File: src/rtl/cp0_vec_intc_if.sv
// Pipeline-side bundle for the vectored CP0: register access, interrupt lines and redirect.
// The master (pipeline) drives requests; the slave (CP0) returns read data and jump control.
interface cp0_vec_intc_if #(
    parameter int NUM_IRQ = 8,
    parameter int DATA_W  = 32
);
    logic [1:0]         oper;
    logic [4:0]         addr_r;
    logic [DATA_W-1:0]  data_r;
    logic [4:0]         addr_w;
    logic [DATA_W-1:0]  data_w;
    logic               ir_en;
    logic [NUM_IRQ-1:0] ir_in;
    logic [DATA_W-1:0]  ret_addr;
    logic               jump_en;
    logic [DATA_W-1:0]  jump_addr;
    logic               irq_active;
    logic [3:0]         irq_id;

    modport master (
        output oper, addr_r, addr_w, data_w, ir_en, ir_in, ret_addr,
        input  data_r, jump_en, jump_addr, irq_active, irq_id
    );

    modport slave (
        input  oper, addr_r, addr_w, data_w, ir_en, ir_in, ret_addr,
        output data_r, jump_en, jump_addr, irq_active, irq_id
    );
endinterface

File: src/rtl/cp0_vec_intc.sv
// Vectored CP0: edge-latched, IM-masked interrupts with fixed-priority arbitration,
// EPC save/restore, ERET and an EXL flag that blocks nesting.
module cp0_vec_intc #(
    parameter int NUM_IRQ   = 8,
    parameter int VEC_SHIFT = 4,
    parameter int DATA_W    = 32
) (
    input logic          clk,
    input logic          rst,
    cp0_vec_intc_if.slave bus
);
    localparam logic [1:0] CP_STORE = 2'b01;
    localparam logic [1:0] CP_ERET  = 2'b10;

    localparam logic [4:0] A_EHBR   = 5'd1;
    localparam logic [4:0] A_EPC    = 5'd2;
    localparam logic [4:0] A_STATUS = 5'd12;
    localparam logic [4:0] A_CAUSE  = 5'd13;

    logic [DATA_W-1:0]  ehbr_q, ehbr_d;
    logic [DATA_W-1:0]  epc_q, epc_d;
    logic               ie_q, ie_d;
    logic               exl_q, exl_d;
    logic [NUM_IRQ-1:0] im_q, im_d;
    logic [NUM_IRQ-1:0] pend_q, pend_d;
    logic [NUM_IRQ-1:0] hist_q, hist_d;
    logic [3:0]         idx_q, idx_d;
    logic [DATA_W-1:0]  data_r_q, data_r_d;

    logic [NUM_IRQ-1:0] masked;
    logic [NUM_IRQ-1:0] win_oh;
    logic [NUM_IRQ-1:0] rise;
    logic [3:0]         win_idx;
    logic               req;
    logic               is_eret;
    logic               is_store;
    logic [DATA_W-1:0]  status_rd;
    logic [DATA_W-1:0]  cause_rd;

    // Lowest set index wins; scanning downward leaves the smallest index last.
    always_comb begin
        masked  = pend_q & im_q;
        win_idx = '0;
        for (int i = NUM_IRQ - 1; i >= 0; i--) begin
            if (masked[i]) win_idx = 4'(i);
        end
        win_oh   = NUM_IRQ'(1) << win_idx;
        rise     = bus.ir_in & ~hist_q;
        req      = bus.ir_en & ie_q & ~exl_q & (|masked);
        is_eret  = (bus.oper == CP_ERET);
        is_store = (bus.oper == CP_STORE);
    end

    always_comb begin
        bus.jump_en   = req | is_eret;
        bus.jump_addr = '0;
        if (req) begin
            bus.jump_addr = ehbr_q + (DATA_W'(win_idx) << VEC_SHIFT);
        end else if (is_eret) begin
            bus.jump_addr = epc_q;
        end
    end

    always_comb begin
        status_rd                 = '0;
        status_rd[0]              = ie_q;
        status_rd[1]              = exl_q;
        status_rd[8 +: NUM_IRQ]   = im_q;
        cause_rd                  = '0;
        cause_rd[3:0]             = idx_q;
        cause_rd[8 +: NUM_IRQ]    = pend_q;
        case (bus.addr_r)
            A_EHBR:   data_r_d = ehbr_q;
            A_EPC:    data_r_d = epc_q;
            A_STATUS: data_r_d = status_rd;
            A_CAUSE:  data_r_d = cause_rd;
            default:  data_r_d = '0;
        endcase
    end

    // Accept pre-empts ERET, which pre-empts STORE; new edges are OR-ed in last so they survive a clear.
    always_comb begin
        ehbr_d = ehbr_q;
        epc_d  = epc_q;
        ie_d   = ie_q;
        exl_d  = exl_q;
        im_d   = im_q;
        pend_d = pend_q;
        idx_d  = idx_q;
        hist_d = bus.ir_in;
        if (req) begin
            epc_d  = bus.ret_addr;
            exl_d  = 1'b1;
            idx_d  = win_idx;
            pend_d = pend_q & ~win_oh;
        end else if (is_eret) begin
            exl_d = 1'b0;
        end else if (is_store) begin
            case (bus.addr_w)
                A_EHBR:   ehbr_d = bus.data_w;
                A_EPC:    epc_d  = bus.data_w;
                A_STATUS: begin
                    ie_d  = bus.data_w[0];
                    exl_d = bus.data_w[1];
                    im_d  = bus.data_w[8 +: NUM_IRQ];
                end
                A_CAUSE:  pend_d = pend_q & ~bus.data_w[8 +: NUM_IRQ];
                default:  ;
            endcase
        end
        pend_d = pend_d | rise;
    end

    always_ff @(posedge clk or posedge rst) begin
        if (rst) begin
            ehbr_q   <= '0;
            epc_q    <= '0;
            ie_q     <= 1'b0;
            exl_q    <= 1'b0;
            im_q     <= '0;
            pend_q   <= '0;
            hist_q   <= '0;
            idx_q    <= '0;
            data_r_q <= '0;
        end else begin
            ehbr_q   <= ehbr_d;
            epc_q    <= epc_d;
            ie_q     <= ie_d;
            exl_q    <= exl_d;
            im_q     <= im_d;
            pend_q   <= pend_d;
            hist_q   <= hist_d;
            idx_q    <= idx_d;
            data_r_q <= data_r_d;
        end
    end

    assign bus.data_r     = data_r_q;
    assign bus.irq_active = exl_q;
    assign bus.irq_id     = idx_q;
endmodule

File: src/flat_wrapper.sv
// flat-port wrapper written by rule: the top's interface ports become plain ports
module cp0_vec_intc_flat 
#(
    parameter int NUM_IRQ   = 8,
    parameter int VEC_SHIFT = 4,
    parameter int DATA_W    = 32
)
  (clk, rst, bus_oper, bus_addr_r, bus_addr_w, bus_data_w, bus_ir_en, bus_ir_in, bus_ret_addr, bus_data_r, bus_jump_en, bus_jump_addr, bus_irq_active, bus_irq_id);
  cp0_vec_intc_if #(.NUM_IRQ(NUM_IRQ), .DATA_W(DATA_W)) bus_i ();
  input logic clk;
  input logic rst;
  input wire logic [$bits(bus_i.oper)-1:0] bus_oper;
  input wire logic [$bits(bus_i.addr_r)-1:0] bus_addr_r;
  input wire logic [$bits(bus_i.addr_w)-1:0] bus_addr_w;
  input wire logic [$bits(bus_i.data_w)-1:0] bus_data_w;
  input wire logic [$bits(bus_i.ir_en)-1:0] bus_ir_en;
  input wire logic [$bits(bus_i.ir_in)-1:0] bus_ir_in;
  input wire logic [$bits(bus_i.ret_addr)-1:0] bus_ret_addr;
  output wire logic [$bits(bus_i.data_r)-1:0] bus_data_r;
  output wire logic [$bits(bus_i.jump_en)-1:0] bus_jump_en;
  output wire logic [$bits(bus_i.jump_addr)-1:0] bus_jump_addr;
  output wire logic [$bits(bus_i.irq_active)-1:0] bus_irq_active;
  output wire logic [$bits(bus_i.irq_id)-1:0] bus_irq_id;
  assign bus_i.oper = bus_oper;
  assign bus_i.addr_r = bus_addr_r;
  assign bus_i.addr_w = bus_addr_w;
  assign bus_i.data_w = bus_data_w;
  assign bus_i.ir_en = bus_ir_en;
  assign bus_i.ir_in = bus_ir_in;
  assign bus_i.ret_addr = bus_ret_addr;
  assign bus_data_r = bus_i.data_r;
  assign bus_jump_en = bus_i.jump_en;
  assign bus_jump_addr = bus_i.jump_addr;
  assign bus_irq_active = bus_i.irq_active;
  assign bus_irq_id = bus_i.irq_id;
  cp0_vec_intc #(.NUM_IRQ(NUM_IRQ), .VEC_SHIFT(VEC_SHIFT), .DATA_W(DATA_W)) u_core (.clk(clk), .rst(rst), .bus(bus_i));
endmodule
File: config.mk
export PLATFORM = sky130hd
export DESIGN_NAME = cp0_vec_intc_flat
export DESIGN_NICKNAME = d
export VERILOG_FILES = /design/src/rtl/cp0_vec_intc_if.sv /design/src/rtl/cp0_vec_intc.sv /design/src/flat_wrapper.sv
export SDC_FILE = /design/constraint.sdc
export NUM_CORES = 1
export LEC_CHECK = 0
export BUFFER_PORTS_ARGS = -buffer_cell sky130_fd_sc_hd__buf_2
export CORE_AREA = 2 2 128 99
export DETAILED_ROUTE_END_ITERATION = 8
export DIE_AREA = 0 0 130 101
export PLACE_DENSITY = 0.81
export SLEW_MARGIN = 20
export SYNTH_ARGS = -nofsm -noshare
export SYNTH_HDL_FRONTEND = slang
export SYNTH_SLANG_ARGS = --single-unit
File: constraint.sdc
create_clock -name clk -period 4.34 [get_ports clk]
set_input_delay 0.434 -clock clk [delete_from_list [all_inputs] [get_ports clk]]
set_output_delay 0.434 -clock clk [all_outputs]
set_load 0.03 [all_outputs]
==> run metrics <==
Critical Path AT between 3 and 4 ns; # setup viols final 0; Synth Area in Simple Gates between 10 and 15%; layout cells sized above 1 32.1%; Worst Tran Pin Value 1.01 ns; fin nets 850; GRT Residual Overflow 0; CTS tree done; Reg2Reg Setup Slack roughly 1.5 ns; gpl congestion 0.860; Final Hold Fails 0; first-pass detailed-route iteration total 5; # resized after CTS 0; Max Freq approximately 240 MHz; hold_buf cts 0; H-tree depth 4; largest net degree at the start of global routing 70; dpl hpwl about 12 mm; setup tns final 0 ns; synthesis warning total 0; sequential area share after synthesis 50.0%; CP startpoint u_core.pend_q[2]$_DFF_PP0_; post-synthesis mux area share roughly an eighth; EDFF count, synth 0; DR vias/cell 5.99; site row count 35; clock skew 0.0129 ns; Clock Latency Late Sink 0.41 ns; WS Path Type flop to output port; period utilization between 90% and 100%; number of distinct library cells after synthesis 42; GRT Total Usage between 20% and 30%; Yosys top cell area share around half; CP Launch Type flop; routed wire length around 18 mm; Hold WC Path Type input port to flop; clock tree buffer depth 2; filler cell count 938; Power Density about 450 nW/um2; Post-Synth XOR/XNOR Area about 3.6%; cts bufs inserted 17; Mapped Area between 6000 and 7000 um2; Syn Nets 703; Hold Path Depth 1; Sink Count ~130; Post-DRT Antenna Nets 0; Yosys reg bits 125; relative slew slack about a third; RSZ-0062 raised after global routing false; core area between 10000 and 15000 um2; number of DRC markers in iteration 0 570; Multi-input gate area around 3000 um2; LEAKAGE roughly 3.9 nW; area grow syn2layout 23.7%; Max Cap Viol 0; antenna violations before repair 0; die width roughly 130 um; ant diodes 0; syn avg cell area approximately 10 um2; clk slew on worst S/H paths 0.05 ns; worst vdd ir around 280 uV; placed cells about 900; Compound-Gate Fraction of Synth Area 14.7%; predominant post-synthesis flop cell dfrtp_1; Crit Reg-Reg Startpoint u_core.im_q[6]$_DFFE_PP0P_; first-pass GRT wire length 28.5 mm; chip height 101 um; hold_sp bus_ir_in[3]; die area around 13000 um2; FF+latch area about 3100 um2; Data required, critical path 3.91 ns; Final Slew Violations 0; vias in the first global route roughly 5500; Wirelength per Cell roughly 19 um; fraction of registers with async set/reset between 90% and 100%; Syn Inst Count 610; port buffer count roughly 160; status completed; Worst Hold End u_core.hist_q[3]$_DFF_PP0_; top cells by count, synth dfrtp_1 (125), o21ai_0 (70), nand2_1 (68); top cell type by total area after synthesis dfrtp_1; Vias about 5600; Ports 157; post-route insts no fill just over 900; Critical Path Sink Type output port; r2r endpoint u_core.ehbr_q[11]$_DFFE_PP0P_; top post-synthesis cells by area dfrtp_1 (50%), mux2_2 (7.4%), o21ai_0 (5.6%), mux2i_1 (5.3%), nand3_1 (4.1%); DRC 0; clk root buf clkbuf_16; Initial Util a little over half; critical path fanouts, max 5; adder-cell share of the synthesized area roughly 1.3%; most numerous cell in the Yosys netlist dfrtp_1; largest family of logic cells by synthesized area compound AO/OA/AOI/OAI gates; cell count of the worst reg-to-reg path 5; post-route minimum period around 4 ns
[cell usage in the layout, fill, tap and decap left out, drive strengths merged, types with 2 or more instances in the layout]
cell / instances
nand3: 51
nor3: 8
o211ai: 8
and2: 3
ha: 5
a22oi: 24
mux2: 41
buf: 167
nand3b: 3
and4: 5
nand2: 68
dfrtp: 125
nand4: 4
o21ai: 70
nor2b: 3
nor2: 17
inv: 21
clkbuf: 21
xnor2: 21
nor4: 6
and3: 3
o2111ai: 2
clkinv: 4
a32o: 2
a21oi: 4
clkinvlp: 3
nand2b: 4
a21o: 3
xor2: 5
a22o: 23
mux2i: 33
[worst max-delay path, cell delays in order (launching register included)]
cell	delay [ns]
dfrtp_1	0.43
a22o_1	0.27
a21o_1	0.15
o221a_2	0.29
inv_1	0.16
ha_1	0.19
inv_1	0.05
fa_1	0.40
nor2b_1	0.26
o211ai_1	0.20
buf_4	0.20
nor2_1	0.12
xnor2_1	0.07
o21ai_0	0.22
buf_2	0.25
[per-layer routing]
layer	vias to the layer above	GRT usage, %	wire, um
met5	-	0	0
met4	0	9.10	254
met3	30	6.37	1590
met2	321	43.2	8140
met1	2744	40.6	8160
li1	2487	-	-
[worst max path at each step]
stage / endpoint / depth (start not counted)
floorplan: u_core.bus.data_r[0]$_DFF_PP0_ / 1
global placement: bus_jump_addr[30] / 13
detailed placement: bus_jump_addr[30] / 13
CTS: bus_jump_addr[30] / 13
global route: bus_jump_addr[29] / 12
finish: bus_jump_addr[18] / 14
[metrics by stage]
step / utilization, % / hold WS [ns] / setup WS [ns] / power, mW / instance area (um2)
2_1_floorplan: - / 0.400 / 0.578 / 1.95 / 6260
3_5_place_dp: 60.3 / 0.420 / 0.616 / 2.21 / 7210
4_1_cts: 64.7 / 0.142 / 0.148 / 3.48 / 7730
3_3_place_gp: 60.3 / 0.406 / 0.717 / 2.17 / 7210
6_report: 64.7 / 0.143 / 0.223 / 3.47 / 7740
5_1_grt: 64.7 / 0.140 / 0.0120 / 3.63 / 7740
[area by class of cell]
class / instances / area share [%]
clock buffers: 21 / 6.21
clock inverters: 7 / 0.550
inverters: 21 / 1.05
multi-input cells: 425 / 37.7
flip-flops and latches: 125 / 40.4
well taps: 166 / 2.68
repair buffers: 167 / 11.3
[flip-flops by register name (all words and copies together), names as in the netlist, 3 cells and up]
signal,count
u_core.hist_q,8
u_core.bus.irq_id,3
u_core.pend_q,8
u_core.bus.data_r,32
u_core.im_q,8
u_core.epc_q,32
u_core.ehbr_q,32
[repair_timing]
| item | CTS | global route |
|---|---|---|
| endpoints found under the hold margin | 0 | 0 |
| setup buffers | 0 | 1 |
| endpoints found under the setup margin | 0 | 2 |
[logic make-up (layout without fill, tap and decap cells)]
family / Yosys count / in the layout
DFF: 125 / 125
adders and majority gates: 6 / 6
xor gates and xnor gates: 26 / 26
buffers and inverters: 60 / 216
muxes: 74 / 74
other: 1 / 1
and+or+nand+nor: 177 / 177
AOI/OAI and AO/OA: 141 / 141
[power breakdown]
part           internal (mW)  switching, mW
registers               1.36          0.200
logic                  0.255          0.395
clock network          0.771          0.489
Power figures use the tool's default switching activity.
